[src/rtl/reg_scoreboard_pkg.sv]
// Shared constants and types for the register hazard scoreboard.
package reg_scoreboard_pkg;
   localparam int NREG = 32;
   localparam int AW   = 5;
   localparam int TW   = 2;
   localparam int CW   = 2;

   localparam logic [TW-1:0] TUSE_NOW  = 2'd0;
   localparam logic [TW-1:0] TNEW_NONE = 2'd0;
   localparam logic [TW-1:0] TNEW_ALU  = 2'd1;
   localparam logic [TW-1:0] TNEW_LOAD = 2'd2;

   typedef struct packed {
      logic          valid;
      logic [AW-1:0] rd;
      logic [TW-1:0] tnew;
   } issue_req_t;

   typedef struct packed {
      logic          valid;
      logic [AW-1:0] addr;
   } commit_req_t;
endpackage

[src/rtl/reg_score_entry.sv]
// Pending-write count and youngest-producer latency for one register.
module reg_score_entry
   import reg_scoreboard_pkg::*;
(
   input  logic          clk,
   input  logic          reset,
   input  logic          inc,
   input  logic          dec,
   input  logic          load_tnew,
   input  logic [TW-1:0] tnew_in,
   output logic          busy,
   output logic [TW-1:0] tnew,
   output logic [CW-1:0] pend
);
   logic [CW-1:0] pend_d, pend_q;
   logic [TW-1:0] tnew_d, tnew_q;

   always_comb begin
      pend_d = pend_q;
      // Simultaneous issue and commit cancel out; underflow is flagged at the top.
      if (inc && !dec)
         pend_d = pend_q + 1'b1;
      else if (dec && !inc && pend_q != '0)
         pend_d = pend_q - 1'b1;

      tnew_d = tnew_q;
      if (load_tnew)
         tnew_d = tnew_in;
      else if (tnew_q != '0)
         tnew_d = tnew_q - 1'b1;
   end

   always_ff @(posedge clk) begin
      if (reset) begin
         pend_q <= '0;
         tnew_q <= '0;
      end else begin
         pend_q <= pend_d;
         tnew_q <= tnew_d;
      end
   end

   assign busy = (pend_q != '0);
   assign tnew = tnew_q;
   assign pend = pend_q;
endmodule

[src/rtl/reg_scoreboard.sv]
// Decode-stage hazard tracker: per-register pending writes and forwarding latency.
module reg_scoreboard
   import reg_scoreboard_pkg::*;
(
   input  logic            clk,
   input  logic            reset,
   input  logic            issue_valid,
   input  logic [AW-1:0]   issue_rd,
   input  logic [TW-1:0]   issue_tnew,
   input  logic [AW-1:0]   RA,
   input  logic [AW-1:0]   RB,
   input  logic [TW-1:0]   tuse_a,
   input  logic [TW-1:0]   tuse_b,
   input  logic            RegWrite,
   input  logic [AW-1:0]   Waddr,
   output logic            stall,
   output logic            issue_full,
   output logic [NREG-1:0] busy,
   output logic            err
);
   issue_req_t  iss;
   commit_req_t cmt;
   logic        issue_ok;
   logic        err_d, err_q;
   logic        haz_a, haz_b;

   logic [NREG-1:0][CW-1:0] pend_all;
   logic [NREG-1:0][TW-1:0] tnew_all;

   assign iss = '{valid: issue_valid && issue_rd != '0, rd: issue_rd, tnew: issue_tnew};
   assign cmt = '{valid: RegWrite && Waddr != '0, addr: Waddr};

   assign issue_full = iss.valid && (pend_all[iss.rd] == {CW{1'b1}});
   assign issue_ok   = iss.valid && !issue_full;

   // Register 0 carries no state and never reports busy.
   assign pend_all[0] = '0;
   assign tnew_all[0] = '0;
   assign busy[0]     = 1'b0;

   for (genvar g = 1; g < NREG; g++) begin : g_ent
      reg_score_entry u_ent (
         .clk       (clk),
         .reset     (reset),
         .inc       (issue_ok && iss.rd == AW'(g)),
         .dec       (cmt.valid && cmt.addr == AW'(g)),
         .load_tnew (issue_ok && iss.rd == AW'(g)),
         .tnew_in   (iss.tnew),
         .busy      (busy[g]),
         .tnew      (tnew_all[g]),
         .pend      (pend_all[g])
      );
   end

   // Equal tnew/tuse is covered by forwarding, so only strictly-later results stall.
   assign haz_a = (RA != '0) && (pend_all[RA] != '0) && (tnew_all[RA] > tuse_a);
   assign haz_b = (RB != '0) && (pend_all[RB] != '0) && (tnew_all[RB] > tuse_b);
   assign stall = haz_a || haz_b;

   always_comb begin
      err_d = err_q;
      if (cmt.valid && pend_all[cmt.addr] == '0)
         err_d = 1'b1;
   end

   always_ff @(posedge clk) begin
      if (reset)
         err_q <= 1'b0;
      else
         err_q <= err_d;
   end

   assign err = err_q;
endmodule

[config.mk]
export PLATFORM = sky130hd
export DESIGN_NAME = reg_scoreboard
export DESIGN_NICKNAME = d
export VERILOG_FILES = /design/src/rtl/reg_scoreboard_pkg.sv /design/src/rtl/reg_score_entry.sv /design/src/rtl/reg_scoreboard.sv
export SDC_FILE = /design/constraint.sdc
export NUM_CORES = 1
export LEC_CHECK = 0
export BUFFER_PORTS_ARGS = -buffer_cell sky130_fd_sc_hd__buf_2
export CORE_MARGIN = 5
export CORE_UTILIZATION = 45
export CTS_CLUSTER_DIAMETER = 30
export DETAILED_ROUTE_END_ITERATION = 8
export GPL_TIMING_DRIVEN = 0
export PLACE_DENSITY_LB_ADDON = 0.12
export RECOVER_POWER = 100
export SKIP_CTS_REPAIR_TIMING = 1
export SYNTH_ARGS = -nofsm -noshare
export SYNTH_HDL_FRONTEND = slang
export SYNTH_SLANG_ARGS = --single-unit
[constraint.sdc]
create_clock -name clk -period 9.8 [get_ports clk]
set_input_delay 2.94 -clock clk [delete_from_list [all_inputs] [get_ports clk]]
set_output_delay 2.94 -clock clk [all_outputs]
set_load 0.01 [all_outputs]
==> results list <==
- Max stage delay on crit path: about 0.56 ns
- After routing, the total negative slack on setup checks comes to 0 ns.
- For this block, the routed nets add up to around 32,000 microns of wire.
- Number of standard-cell rows in the floorplan: between 50 and 60
- The number of max-slew violations in the final report was 0.
- The first detailed-routing pass took 8 iterations.
* Number of buffers created by CTS: 17
- Core Region: between 20,000 and 25,000 sq um
- Final worst-path cycle share: between 90% and 100%
- Post-synth design cell area: between 10,000 and 15,000 sq um
* TritonCTS clock tree: yes
* Number of global-route vias before repair: about 8,500
- In the global route stage, overall resource usage came out at between 20% and 30%.
- Min cycle time layout: 9.565 ns
- Sink count of the clock tree: roughly 130
- Distinct cells, synth: roughly 70
- Proportion of register bits with asynchronous set or reset after synthesis: 0%
- The detail route stage leaves a number of antenna-violating nets equal to 0.
- After detailed routing, the average wire length per cell comes to 20.86 microns.
- Count of port buffers added during placement: 53
* Vias per Instance: a little under 6
- The final-report hold violation count was 0.
- Static timing analysis puts the maximum clock frequency at roughly 0.10 GHz.
* Min-delay src: err
- Setup crit start: RB[0]
- YS warnings: 0
- For the worst setup path, the data required time is ~6.9 ns.
- Pin placement for this block handled between 60 and 70 I/O pins.
- Fraction of final layout cells with drive strength greater than 1: around 15%
- Startpoint class of the critical path: input pin
- The first global-routing pass estimated about 50,000 microns of wire.
- LEAKAGE: about 4.4 nW
- After detailed placement, the design holds a cell count of around 1,500.
- Net count, final: approximately 1,300
- Die width: ~160 microns
- In the routed design, unresolved DRC markers number 0.
- Across the run, the number of max-cap violations was 0.
- The worst hold path belongs to the class flop to flop.
- Once the floorplan was initialized, standard cells occupied around 46% of the core.
- Number of antenna violations at the first check in global routing: 0
* Total gr overflow: 0
* Highest ir drop seen on vdd: approximately 0.14 mV
- Seq/Total Area, Yosys: around a quarter
* Worst slew margin relative to its limit: between 10% and 20%
- The slowest stage of the critical path is the mux4_2 cell.
- Clock root buffer master: clkbuf_16
- The repair_antennas step left the layout with diodes totalling 0.
- Maximum buffer depth of the clock tree: 2
- Launch instance of the worst register-to-register path: g_ent[12].u_ent.pend[1]
* Post-synthesis cell count: about 1,200
- In this run, synthesis inferred 0 flip-flops with an integrated enable.
* Mean post-synth cell area: ~8.4 sq um
* Post-route non-filler standard cell count: about 1,600
- For this block, the initial DRC count from the detailed router was approximately 910.
- Of all nets on the critical path, the largest fanout is 10.
- The die covers 25,360 sq um.
- Clock-pin slew was measured on the worst setup and hold paths at 0.06 ns.
* CTS H-Tree Depth: 4
- The HPWL after detailed placement is approximately 25,000 microns.
* Endpoint type of the worst setup path: output port
- The final route contains between 9,000 and 10,000 vias.
- The floorplan step set the die height to ~160 microns.
* Setup repair after global routing missed its margin: no
- Skew-Pair Late Insertion Delay: 0.43 ns
- For flop-to-flop paths, the worst setup slack is 7.04 ns.
* Post-route clock skew: roughly 0.010 ns
- From synthesis to final layout, the design area changed by 10.40%.
- Counting both buffers and inverters, the worst setup path holds a total of 3.
- Setup violators final: 0
- Worst-Margin Slew: 1.249 ns
* Arrival time of the worst setup path: between 6 and 7 ns
- FF+latch count, synth: about 130
- Critical Setup Path Class: input pin to output port
* Family with the most delay on the worst path: multiplexers
* Cell area power density: 193.5 nW/um^2
- The number of nets in the synthesized netlist is about 1,300.
- Entering global routing, the biggest net connects 17 pins.
- Main synth FF type: dfxtp_1
- Cell Chain, Critical Path: clkbuf_1 > buf_2 > mux4_2 > mux4_2 > mux2_2 > ha_1 > nor2b_1 > o21ai_0 > nor2_1 > o21ai_0 > o41ai_1 > or3_1 > buf_2
- Result of the run: complete, no violations
- At the end of routability-driven placement, the weighted congestion stood at roughly 0.96.
-- cell families after synthesis --
family                   count (synthesis)  share of synthesized area [%]
AND/OR/NAND/NOR                        427                          19.90
AO/OA/AOI/OAI                          224                          15.11
buffers and inverters                  201                          9.361
multiplexers                           126                          21.63
flip-flops                             125                          24.96
XOR/XNOR                                53                          4.631
adder cells (fa/ha/maj)                 35                          4.368
other                                    1                        0.03741
-- final timing paths --
kind,end,cells after the start
max,stall,13
min reg2reg,err,2
max reg2reg,g_ent[6].u_ent.pend[0],7
min,err,2
-- routing by layer --
metal	GRT usage [%]	wire, microns	share of wire [%]	vias to the layer above
li1	-	-	-	4346
met1	34.50	14220	44	4440
met2	39.43	14620	45	430
met3	5.592	2681	8.3	63
met4	7.910	945	2.9	0
met5	0	0	0	-
-- where the power goes --
part           internal [mW]  leakage, nW  switching (mW)
logic                  0.400         3.11           0.395
clock network          0.364        0.270           0.262
registers              0.609         1.02           0.112
-- worst register-to-register path, stage by stage, from the launching register on --
cell and delay (ns):
dfxtp_1 0.35, mux2_4 0.28, mux4_2 0.57, nand2b_4 0.18, buf_6 0.12, a21oi_1 0.79, mux2i_1 0.27, nand3_1 0.09
-- cell type report --
class / instances / area (sq um)
fill: 2181 / 10820
buffer: 101 / 533.0
inverter: 100 / 375.4
multi-input combinational: 866 / 6501
timing repair buffer: 53 / 237.7
clock buffer: 20 / 456.7
tap: 280 / 350.3
sequential: 125 / 2502
clock inverter: 11 / 110.1
-- synthesized netlist by cell type, drive strengths merged (2+ instances only) --
| master | count | area [sq um] |
|---|---|---|
| nor2 | 156 | 585.6 |
| dfxtp | 125 | 2502 |
| nand2 | 115 | 431.7 |
| inv | 99 | 371.6 |
| mux4 | 71 | 1603 |
| a21oi | 65 | 370.4 |
| o21ai | 57 | 285.3 |
| buf | 56 | 394.1 |
| mux2i | 49 | 490.5 |
| clkbuf | 45 | 168.9 |
| xnor2 | 44 | 385.4 |
| ha | 35 | 437.9 |
| a211oi | 34 | 255.2 |
| nand3 | 26 | 130.1 |
| nor3 | 25 | 140.1 |
| and3 | 22 | 137.6 |
| nand2b | 14 | 95.09 |
| nor2b | 14 | 87.58 |
| o22ai | 13 | 81.33 |
| and2 | 10 | 62.56 |
| or3 | 10 | 62.56 |
| nor3b | 9 | 67.56 |
| xor2 | 9 | 78.83 |
| a21o | 8 | 71.32 |
| nor4b | 7 | 61.31 |
| a221oi | 6 | 71.32 |
| mux2 | 6 | 75.07 |
| o311a | 6 | 60.06 |
| or2 | 6 | 37.54 |
| a22o | 5 | 43.79 |
| nor4 | 4 | 25.02 |
| o2111ai | 4 | 35.03 |
| a21bo | 3 | 30.03 |
| a31o | 3 | 26.28 |
| nand3b | 3 | 22.52 |
| o311ai | 3 | 26.28 |
| a21boi | 2 | 15.01 |
| a311oi | 2 | 23.77 |
| a31oi | 2 | 12.51 |
| a41o | 2 | 20.02 |
| nand4 | 2 | 12.51 |
| o21a | 2 | 15.01 |
| o21ba | 2 | 20.02 |
| or3b | 2 | 17.52 |
-- metrics by stage --
stage	instance area, sq um	hold WS, ns	power (mW)	util (%)	worst slack, ns
floorplan	10020	0.4630	1.348	-	0.8855
global placement	10640	0.4556	1.495	48.61	0.03173
detailed placement	10640	0.4592	1.521	48.61	0.04650
CTS	11210	0.4728	2.149	51.19	0.02598
global route	11070	0.5103	2.307	50.55	0.05814
finish	11070	0.4750	2.141	50.55	0.2350
-- sequential cells by signal, indices dropped and copies added, names as in the netlist --
name              count
g_ent.u_ent.pend     62
err                   1
g_ent.u_ent.tnew     62
-- layout by cell type, fill, tap and decap left out, drive strengths merged, types with 10 or more instances in the layout --
master and instances:
buf 64, clkbuf 109, a21oi 65, nor2 156, inv 103, nor2b 14
o21ai 57, dfxtp 125, nand2b 14, ha 35, nand3 26, and2 10
nand2 115, nor3 25, xnor2 44, mux4 71, o22ai 13, a211oi 34
or3 10, and3 22, mux2i 49
No activity file was read; power rests on OpenSTA's default activity.
